File: src/rtl/data_pack_pkg.sv
// Shared definitions for the data packer FIFO: width helpers and reset values.
package data_pack_pkg;

  // Width of one packed output word.
  function automatic int out_width(input int in_w, input int ratio);
    return in_w * ratio;
  endfunction

  // Pointers carry one extra wrap bit above the address bits.
  function automatic int ptr_width(input int depth_log2);
    return depth_log2 + 1;
  endfunction

  // Beat counter width, never narrower than one bit.
  function automatic int cnt_width(input int ratio);
    return (ratio <= 2) ? 1 : $clog2(ratio);
  endfunction

  localparam logic RST_EMPTY = 1'b1;
  localparam logic RST_FULL  = 1'b0;
  localparam logic RST_FLAG  = 1'b0;

endpackage

File: src/rtl/sync_fifo_core.sv
// Synchronous FIFO with wrap-bit pointers, registered status flags and a
// registered read port. Status flags are derived from the next-state
// pointers so they always agree with level in the same cycle.
module sync_fifo_core import data_pack_pkg::*; #(
  parameter int W          = 16,
  parameter int DEPTH_LOG2 = 6,
  parameter int AF_LEVEL   = 56
) (
  input  logic                  clk,
  input  logic                  reset_n,
  input  logic                  wr_en,
  input  logic [W-1:0]          wr_data,
  input  logic                  rd_en,
  output logic [W-1:0]          rd_data,
  output logic                  empty,
  output logic                  full,
  output logic                  almost_full,
  output logic [DEPTH_LOG2:0]   level
);

  localparam int PW    = ptr_width(DEPTH_LOG2);
  localparam int DEPTH = 2 ** DEPTH_LOG2;
  localparam logic [PW-1:0] PTR_ONE = PW'(1);
  localparam logic [PW-1:0] AF_THR  = PW'(AF_LEVEL);

  logic [W-1:0]  mem [DEPTH];
  logic [PW-1:0] wptr, rptr, wptr_n, rptr_n, level_n;
  logic          do_write, do_read;

  // A write into a full FIFO is only accepted when a read frees a slot the same cycle.
  always_comb begin
    do_read  = rd_en && !empty;
    do_write = wr_en && (!full || do_read);
    wptr_n   = do_write ? (wptr + PTR_ONE) : wptr;
    rptr_n   = do_read  ? (rptr + PTR_ONE) : rptr;
    level_n  = wptr_n - rptr_n;
  end

  // Storage array write port; contents are not reset.
  always_ff @(posedge clk) begin
    if (do_write) begin
      mem[wptr[DEPTH_LOG2-1:0]] <= wr_data;
    end
  end

  // Pointers, flags, level and the registered read data.
  always_ff @(posedge clk) begin
    if (!reset_n) begin
      wptr        <= '0;
      rptr        <= '0;
      level       <= '0;
      empty       <= RST_EMPTY;
      full        <= RST_FULL;
      almost_full <= RST_FLAG;
      rd_data     <= '0;
    end else begin
      wptr        <= wptr_n;
      rptr        <= rptr_n;
      level       <= level_n;
      empty       <= (wptr_n == rptr_n);
      full        <= (wptr_n[PW-2:0] == rptr_n[PW-2:0]) && (wptr_n[PW-1] != rptr_n[PW-1]);
      almost_full <= (level_n >= AF_THR);
      if (do_read) begin
        rd_data <= mem[rptr[DEPTH_LOG2-1:0]];
      end
    end
  end

endmodule

File: src/rtl/data_pack_fifo.sv
// Packs RATIO narrow beats (LSB first) into one wide word and buffers the
// words in sync_fifo_core. Adds sticky overflow/underflow flags.
// Optional macro DATA_PACK_FLUSH_EN adds a flush input that writes a
// zero-padded partial word.
module data_pack_fifo import data_pack_pkg::*; #(
  parameter int IN_W       = 8,
  parameter int RATIO      = 2,
  parameter int DEPTH_LOG2 = 6,
  parameter int AF_LEVEL   = 56,
  localparam int OUT_W     = out_width(IN_W, RATIO)
) (
  input  logic                 clk,
  input  logic                 reset_n,
  input  logic                 start,
  input  logic                 in_valid,
  input  logic [IN_W-1:0]      data_in,
  input  logic                 read_en,
`ifdef DATA_PACK_FLUSH_EN
  input  logic                 flush,
`endif
  output logic [OUT_W-1:0]     data_out,
  output logic                 empty,
  output logic                 full,
  output logic                 almost_full,
  output logic [DEPTH_LOG2:0]  level,
  output logic                 overflow,
  output logic                 underflow
);

  localparam int CW = cnt_width(RATIO);
  localparam logic [CW-1:0] LAST    = CW'(RATIO - 1);
  localparam logic [CW-1:0] CNT_ONE = CW'(1);

  logic [CW-1:0]    cnt;
  logic [OUT_W-1:0] hold, assembled, word;
  logic             beat, word_done, flush_write, wr_req;

  // Merge the current beat into the holding register and decide whether a word is complete.
  always_comb begin
    assembled = hold;
    assembled[cnt*IN_W +: IN_W] = data_in;
    beat      = in_valid && !start;
    word_done = beat && (cnt == LAST);
`ifdef DATA_PACK_FLUSH_EN
    flush_write = flush && !start && !word_done && (beat || (cnt != '0));
    word        = beat ? assembled : hold;
`else
    flush_write = 1'b0;
    word        = assembled;
`endif
    wr_req = word_done || flush_write;
  end

  // Beat counter and holding register; cleared after every emitted word so padding is zero.
  always_ff @(posedge clk) begin
    if (!reset_n) begin
      cnt  <= '0;
      hold <= '0;
    end else if (start || wr_req) begin
      cnt  <= '0;
      hold <= '0;
    end else if (beat) begin
      cnt  <= cnt + CNT_ONE;
      hold <= assembled;
    end
  end

  // Sticky error flags; start clears them.
  always_ff @(posedge clk) begin
    if (!reset_n) begin
      overflow  <= RST_FLAG;
      underflow <= RST_FLAG;
    end else if (start) begin
      overflow  <= 1'b0;
      underflow <= 1'b0;
    end else begin
      if (wr_req && full && !read_en) begin
        overflow <= 1'b1;
      end
      if (read_en && empty) begin
        underflow <= 1'b1;
      end
    end
  end

  sync_fifo_core #(
    .W          (OUT_W),
    .DEPTH_LOG2 (DEPTH_LOG2),
    .AF_LEVEL   (AF_LEVEL)
  ) u_fifo (
    .clk         (clk),
    .reset_n     (reset_n),
    .wr_en       (wr_req),
    .wr_data     (word),
    .rd_en       (read_en),
    .rd_data     (data_out),
    .empty       (empty),
    .full        (full),
    .almost_full (almost_full),
    .level       (level)
  );

endmodule

File: config.mk
export PLATFORM = sky130hd
export DESIGN_NAME = data_pack_fifo
export DESIGN_NICKNAME = d
export VERILOG_FILES = /design/src/rtl/data_pack_pkg.sv /design/src/rtl/sync_fifo_core.sv /design/src/rtl/data_pack_fifo.sv
export SDC_FILE = /design/constraint.sdc
export NUM_CORES = 1
export LEC_CHECK = 0
export BUFFER_PORTS_ARGS = -buffer_cell sky130_fd_sc_hd__buf_2
export CAP_MARGIN = 10
export CORE_MARGIN = 2
export CORE_UTILIZATION = 35
export DETAILED_ROUTE_END_ITERATION = 12
export HOLD_SLACK_MARGIN = 0.02
export PLACE_DENSITY = 0.6
export SYNTH_ARGS = -nofsm -noshare
export SYNTH_HDL_FRONTEND = slang
export SYNTH_HIERARCHICAL = 1
export SYNTH_SLANG_ARGS = --single-unit
File: constraint.sdc
create_clock -name clk -period 3.9 [get_ports clk]
set_clock_uncertainty 0.05 [all_clocks]
set_input_delay 0.39 -clock clk [delete_from_list [all_inputs] [get_ports clk]]
set_output_delay 0.39 -clock clk [all_outputs]
set_load 0.02 [all_outputs]
* After elaboration in Yosys (flattened, before gate mapping)
Memories as Yosys holds them, arrays and structs flattened. A register that Yosys moved wholly into a read port is not among the register bits.
Index checks and enable logic that the tools add are counted.
** Storage, ports and cells
- Memories :: 1
- Register bits :: 43
- Input port bits :: 13
- Output and inout port bits :: 28
- Bits in writable memories :: 1024
** Memory list
- u_fifo.mem :: words 64, bits a word 16, rd ports 1, clocked after memory_dff 1, wr ports 1, line sync_fifo_core.sv:26 : logic [W-1:0] mem [DEPTH];
** Cells by class
- $add $sub $neg :: 5
- Magnitude comparators :: 1
- Shift-type cells :: 2
- Bitwise logic cells :: 1
- Equal/unequal tests :: 3
- Muxes and demuxes :: 5
- Reductions and logical operators :: 17
** Operator list (count)
- 4-bit negation with 34-bit output :: 1
- 8-bit by 34-bit variable shift with 16-bit output, first input constant :: 1
- 8-bit by 34-bit variable part select with 16-bit output :: 1
- 16-bit bitwise mux :: 1
- 7-bit by 1-bit adder with 7-bit output, second input constant :: 2
- 7-bit two-way mux :: 2
- 1-bit logical AND :: 8
- 7-bit == test :: 1
- 7-bit by 6-bit >= comparator with 1-bit output, second input constant :: 1
- 7-bit subtractor :: 1
- 6-bit == test :: 1
- 1-bit zero test :: 5
- 2-bit OR reduction :: 2
- 1-bit logical OR :: 2
- 1-bit two-way mux :: 2
- 1-bit adder, second input constant :: 1
- 1-bit inequality test :: 1
- 1-bit NOT :: 1

* Logic depth before layout (Yosys ltp)
- Word-level depth :: 7
- Mapped depth :: 13

* Modules after synthesis
The synthesis kept the hierarchy.
** Modules (own cells, without submodules)
- sync_fifo_core :: times used 1, area an instance 40746.6 µm², cells an instance 1732
- data_pack_fifo :: times used 1, area an instance 918.4 µm², cells an instance 86

* Worst setup path before layout
No wires, ideal clock.
- Kind :: flip-flop to flip-flop
- From :: register u_fifo.rptr[1]
- To :: register u_fifo.almost_full
- Slack :: 1064 ps
- Arrival :: 2669 ps
- Path buffers :: 4
- Required time :: 3734 ps
- Cell stages (with the launch flop) :: 12
- Setup time :: 116 ps
- Cells stage by stage :: dfxtp_1 buf_2 buf_2 buf_1 clkbuf_1 mux2i_1 fa_1 o31ai_1 o211ai_1 a41oi_1 mux2i_1 a41o_1
** On the way
- Longest elaborated chain between the ends :: 4
** Ends and longest elaborated chain
- from (decl) :: line sync_fifo_core.sv:27 : logic [PW-1:0] wptr, rptr, wptr_n, rptr_n, level_n;
- from (signal assigned) :: line sync_fifo_core.sv:58 : rptr <= rptr_n;
- 7-bit by 1-bit adder with 7-bit output :: line sync_fifo_core.sv:35 : rptr_n = do_read ? (rptr + PTR_ONE) : rptr;
- 7-bit two-way mux (*) :: line sync_fifo_core.sv:35
- 7-bit subtractor (*) :: line sync_fifo_core.sv:36 : level_n = wptr_n - rptr_n;
- 7-bit by 6-bit >= comparator with 1-bit output (*) :: line sync_fifo_core.sv:62 : almost_full <= (level_n >= AF_THR);
- to (signal assigned) :: line sync_fifo_core.sv:62
- to (decl) :: line sync_fifo_core.sv:17 : output logic almost_full,
Mark *: on every way between the ends. The rest lies on a longest branch, timed or not.
A chain may end at the register's enable or synchronous reset.

==> flow_summary.html <==
<table>
<tr><th>Metric</th><th>Value</th></tr>
<tr><th colspan="2">Min path</th></tr>
<tr><td>Min-Delay Startpoint</td><td>reset_n</td></tr>
<tr><td>Endpoint of the worst hold path</td><td>u_fifo/empty</td></tr>
<tr><td>Hold Path Stages</td><td>2</td></tr>
<tr><td>Type of the worst min-delay path</td><td>input port to flop</td></tr>
<tr><th colspan="2">Final layout</th></tr>
<tr><td>Count of non-filler cells in the finished layout</td><td>3602</td></tr>
<tr><td>Fillers</td><td>10110</td></tr>
<tr><td>Top library cells by usage in the layout, fill and taps aside</td><td>sky130_fd_sc_hd__edfxtp_1 (1024), sky130_fd_sc_hd__mux4_2 (320), sky130_fd_sc_hd__clkbuf_16 (106)</td></tr>
<tr><td>Nets</td><td>1998</td></tr>
<tr><td>Storage element area</td><td>0.0319 mm2</td></tr>
<tr><td>Area growth from synthesis to layout</td><td>14.3%</td></tr>
<tr><td>Most frequent standard cell in the layout excluding fill and tap cells</td><td>sky130_fd_sc_hd__edfxtp_1</td></tr>
<tr><td>Area taken by multi-input logic gates</td><td>0.00918 mm2</td></tr>
<tr><td>Layout cells sized above 1</td><td>31.8%</td></tr>
<tr><td>Core Util, Final</td><td>40.3%</td></tr>
<tr><th colspan="2">Clock network</th></tr>
<tr><td>Number of H-tree levels</td><td>3</td></tr>
<tr><td>Clock latency reported for the late side of the worst-skew pair</td><td>0.68 ns</td></tr>
<tr><td>Master cell of the clock root buffer</td><td>sky130_fd_sc_hd__clkbuf_16</td></tr>
<tr><td>Number of buffers inserted during clock tree synthesis</td><td>103</td></tr>
<tr><td>Clock-pin slew of the registers on the worst-case setup and hold paths</td><td>0.06 ns</td></tr>
<tr><td>Clock Path Buffers</td><td>3</td></tr>
<tr><td>Clock tree from TritonCTS</td><td>done</td></tr>
<tr><td>Count of hold buffers inserted by post-cts repair</td><td>5</td></tr>
<tr><td>Post-CTS sizing</td><td>0</td></tr>
<tr><td>Post-CTS Setup Inserts</td><td>0</td></tr>
<tr><td>Number of clock sinks</td><td>1083</td></tr>
<tr><th colspan="2">Power and ir drop</th></tr>
<tr><td>Cell area power density</td><td>488 mW/mm2</td></tr>
<tr><td>Leakage</td><td>15.3 nW</td></tr>
<tr><td>Total power of the final layout</td><td>23.2 mW</td></tr>
<tr><td>IR Drop Worst-Case VDD</td><td>0.000309 V</td></tr>
<tr><th colspan="2">STA</th></tr>
<tr><td>Unrepaired setup endpoints after global routing</td><td>false</td></tr>
<tr><td>Max-slew violation total from the final report</td><td>0</td></tr>
<tr><td>Timing-limited maximum frequency</td><td>309 MHz</td></tr>
<tr><td>Worst slew pin tran</td><td>1.28 ns</td></tr>
<tr><td>Total negative slack for setup checks</td><td>0 ns</td></tr>
<tr><td>Worst Slack Setup Final</td><td>0.666 ns</td></tr>
<tr><td>Post-route fraction of the period consumed by the critical path</td><td>82.9%</td></tr>
<tr><td>Final critical-path required period</td><td>3.23 ns</td></tr>
<tr><td>Number of hold violations in the final report</td><td>0</td></tr>
<tr><td>Setup violation total in the final timing report</td><td>0</td></tr>
<tr><td>Worst slew margin relative to its limit</td><td>14.3%</td></tr>
<tr><th colspan="2">Floorplanning</th></tr>
<tr><td>Die Area</td><td>0.122 mm2</td></tr>
<tr><td>Number of I/O pins</td><td>41</td></tr>
<tr><td>Number of cell rows</td><td>126</td></tr>
<tr><td>Floorplan Core Area</td><td>0.118 mm2</td></tr>
<tr><td>Effective utilization at floorplan</td><td>35.3%</td></tr>
<tr><td>Die height</td><td>349 um</td></tr>
<tr><td>Die width</td><td>349 um</td></tr>
<tr><th colspan="2">Drt</th></tr>
<tr><td>Post-route antenna net violation count</td><td>0</td></tr>
<tr><td>Initial DRC count</td><td>2194</td></tr>
<tr><td>Wire length reported by the detailed router</td><td>99700 um</td></tr>
<tr><td>Wire length per cell</td><td>27.7 um</td></tr>
<tr><td>Via Count</td><td>19551</td></tr>
<tr><td>First-pass DRT Iterations</td><td>5</td></tr>
<tr><td>DRC viols</td><td>0</td></tr>
<tr><td>Drt via density</td><td>5.43</td></tr>
<tr><th colspan="2">Synth</th></tr>
<tr><td>Async set or reset register ratio after synthesis</td><td>0%</td></tr>
<tr><td>Mean post-synth cell area</td><td>22.9 um2</td></tr>
<tr><td>Post-synthesis sequential area ratio</td><td>76.6%</td></tr>
<tr><td>Main flop type after synthesis</td><td>sky130_fd_sc_hd__edfxtp_1</td></tr>
<tr><td>Nets in the synthesized netlist</td><td>1837</td></tr>
<tr><td>Synthesized netlist cell count</td><td>1818</td></tr>
<tr><td>Number of enable-type register cells in the synthesized netlist</td><td>1024</td></tr>
<tr><td>Leading cell types by total area after synthesis</td><td>sky130_fd_sc_hd__edfxtp_1 (74%), sky130_fd_sc_hd__mux4_2 (17%), sky130_fd_sc_hd__dfxtp_1 (2.8%)</td></tr>
<tr><td>Synth warn</td><td>6</td></tr>
<tr><td>Post-synthesis cell type count</td><td>52</td></tr>
<tr><td>Yosys reg bits</td><td>1083</td></tr>
<tr><td>Post-synth design cell area</td><td>0.0417 mm2</td></tr>
<tr><td>Library cell with the largest summed area after synthesis</td><td>sky130_fd_sc_hd__edfxtp_1</td></tr>
<tr><td>Fraction of post-synthesis cell area in the top cell type by area</td><td>73.8%</td></tr>
<tr><th colspan="2">Global routing</th></tr>
<tr><td>Via count of the first global-routing pass</td><td>19626</td></tr>
<tr><td>Congestion Overflow GR</td><td>0</td></tr>
<tr><td>Wire length of the first global-routing pass</td><td>144000 um</td></tr>
<tr><td>GRT Resource Usage Total</td><td>16.4%</td></tr>
<tr><td>Pin count of the biggest net entering global routing</td><td>66</td></tr>
<tr><td>Antenna violations before repair</td><td>3</td></tr>
<tr><th colspan="2">Critical path</th></tr>
<tr><td>Critical Path AT</td><td>3.73 ns</td></tr>
<tr><td>CP startpoint kind</td><td>flop</td></tr>
<tr><td>Crit Reg-Reg Startpoint</td><td>u_fifo/rptr[0]</td></tr>
<tr><td>Reg2reg setup slack</td><td>0.67 ns</td></tr>
<tr><td>Crit Path Max Fanout</td><td>25</td></tr>
<tr><td>FF-to-FF path depth</td><td>6</td></tr>
<tr><td>Classification of the worst setup path</td><td>flop to flop</td></tr>
<tr><td>Worst Setup End Kind</td><td>flop</td></tr>
<tr><td>Worst path required time</td><td>4.39 ns</td></tr>
<tr><td>R2R Path End</td><td>u_fifo/rd_data[9]</td></tr>
<tr><th colspan="2">Placement</th></tr>
<tr><td>Post-placement setup slack</td><td>0.724 ns</td></tr>
<tr><td>Number of port buffers</td><td>40</td></tr>
<tr><td>HPWL Detailed</td><td>60600 um</td></tr>
<tr><td>Gpl congestion</td><td>0.803</td></tr>
<tr><td>Post-Place Cells</td><td>3405</td></tr>
<tr><th colspan="2">Run status</th></tr>
<tr><td>Outcome</td><td>complete, no violations</td></tr>
<tr><th colspan="2">Run</th></tr>
<tr><td>Max_cap viols</td><td>0</td></tr>
</table>
-- Yosys cell counts, drive strengths merged (2+ instances only) --
master and number:
a22o 16, ha 5, edfxtp 1024, dfxtp 59, clkbuf 43, inv 6
nor3 9, nand3b 3, o21ai 18, nand2b 6, a21oi 5, xnor2 9
and2 19, a211oi 2, nand4 5, nand2 21, nand3 18, or2 2
o31ai 3, nor2b 6, mux4 320, mux2 17, a221oi 17, a41oi 2
buf 55, xor2 10, mux2i 2, nor2 103
-- metal layers --
metal  wire, um  vias up  track usage (%)
li1           -     8013                -
met1      42600    10632             23.4
met2      47500      785             25.8
met3       7180      121             3.10
met4       2420        0             4.64
met5          0        -                0
-- critical path: stages (launching register included) --
cell and delay [ns]:
sky130_fd_sc_hd__dfxtp_4 0.79, sky130_fd_sc_hd__buf_12 0.29, sky130_fd_sc_hd__mux4_2 0.57, sky130_fd_sc_hd__mux4_2 0.54, sky130_fd_sc_hd__a22o_1 0.31, sky130_fd_sc_hd__a221oi_1 0.42, sky130_fd_sc_hd__o21ai_1 0.10
-- sequential cells by signal, indices dropped and copies added, names as in the netlist --
name / count
underflow: 1
u_fifo/rd_data: 16
overflow: 1
u_fifo/empty: 1
u_fifo/mem: 1024
u_fifo/wptr: 7
u_fifo/almost_full: 1
cnt: 1
u_fifo/full: 1
u_fifo/level: 7
hold: 16
u_fifo/rptr: 7
-- worst max path at each step --
stage | slack, ns | start | endpoint | depth (start not counted)
finish | 0.67 | u_fifo/rptr[0] | u_fifo/rd_data[9] | 6
global route | 0.61 | u_fifo/rptr[0] | u_fifo/rd_data[9] | 6
CTS | 0.70 | u_fifo/rptr[0] | u_fifo/rd_data[9] | 6
detailed placement | 0.72 | u_fifo/rptr[0] | u_fifo/rd_data[9] | 6
global placement | 0.74 | u_fifo/rptr[0] | u_fifo/rd_data[9] | 6
floorplan | 1.06 | u_fifo/rptr[1] | u_fifo/almost_full | 11
-- per-stage QoR --
stage,area (um2),hold WS (ns)
2_1_floorplan,41700,0.376
3_3_place_gp,44300,0.388
3_5_place_dp,44300,0.393
4_1_cts,47600,0.190
5_1_grt,47600,0.226
6_report,47600,0.232
-- final cells by class --
| cell class | instances | share of cell area (%) |
|---|---|---|
| flip-flops and latches | 1083 | 67.1 |
| inverters | 6 | 0.0473 |
| clock inverters | 54 | 0.983 |
| diodes | 2 | 0.0105 |
| repair buffers | 154 | 2.66 |
| multi-input cells | 631 | 19.3 |
| well taps | 1536 | 4.04 |
| clock buffers | 136 | 5.90 |
-- power by group --
part | leakage (nW) | switching [mW] | internal, mW
clock | 1.61 | 4.21 | 5.53
combinational | 3.22 | 0.464 | 0.288
sequential | 10.5 | 0.0272 | 12.7
total | 15.3 | 4.70 | 18.5
-- cells by family (layout without fill, tap and decap cells) --
family,after synthesis,count (layout),synth area share [%]
AOI/OAI and AO/OA,69,69,1.23
xor gates and xnor gates,19,19,0.399
adders and majority gates,6,6,0.198
buffers and inverters,104,350,1.34
DFF,1083,1083,76.6
muxes,339,339,17.9
other,0,2,0
and+or+nand+nor,198,198,2.32
Note: power is estimated with default switching activity, not from simulation.
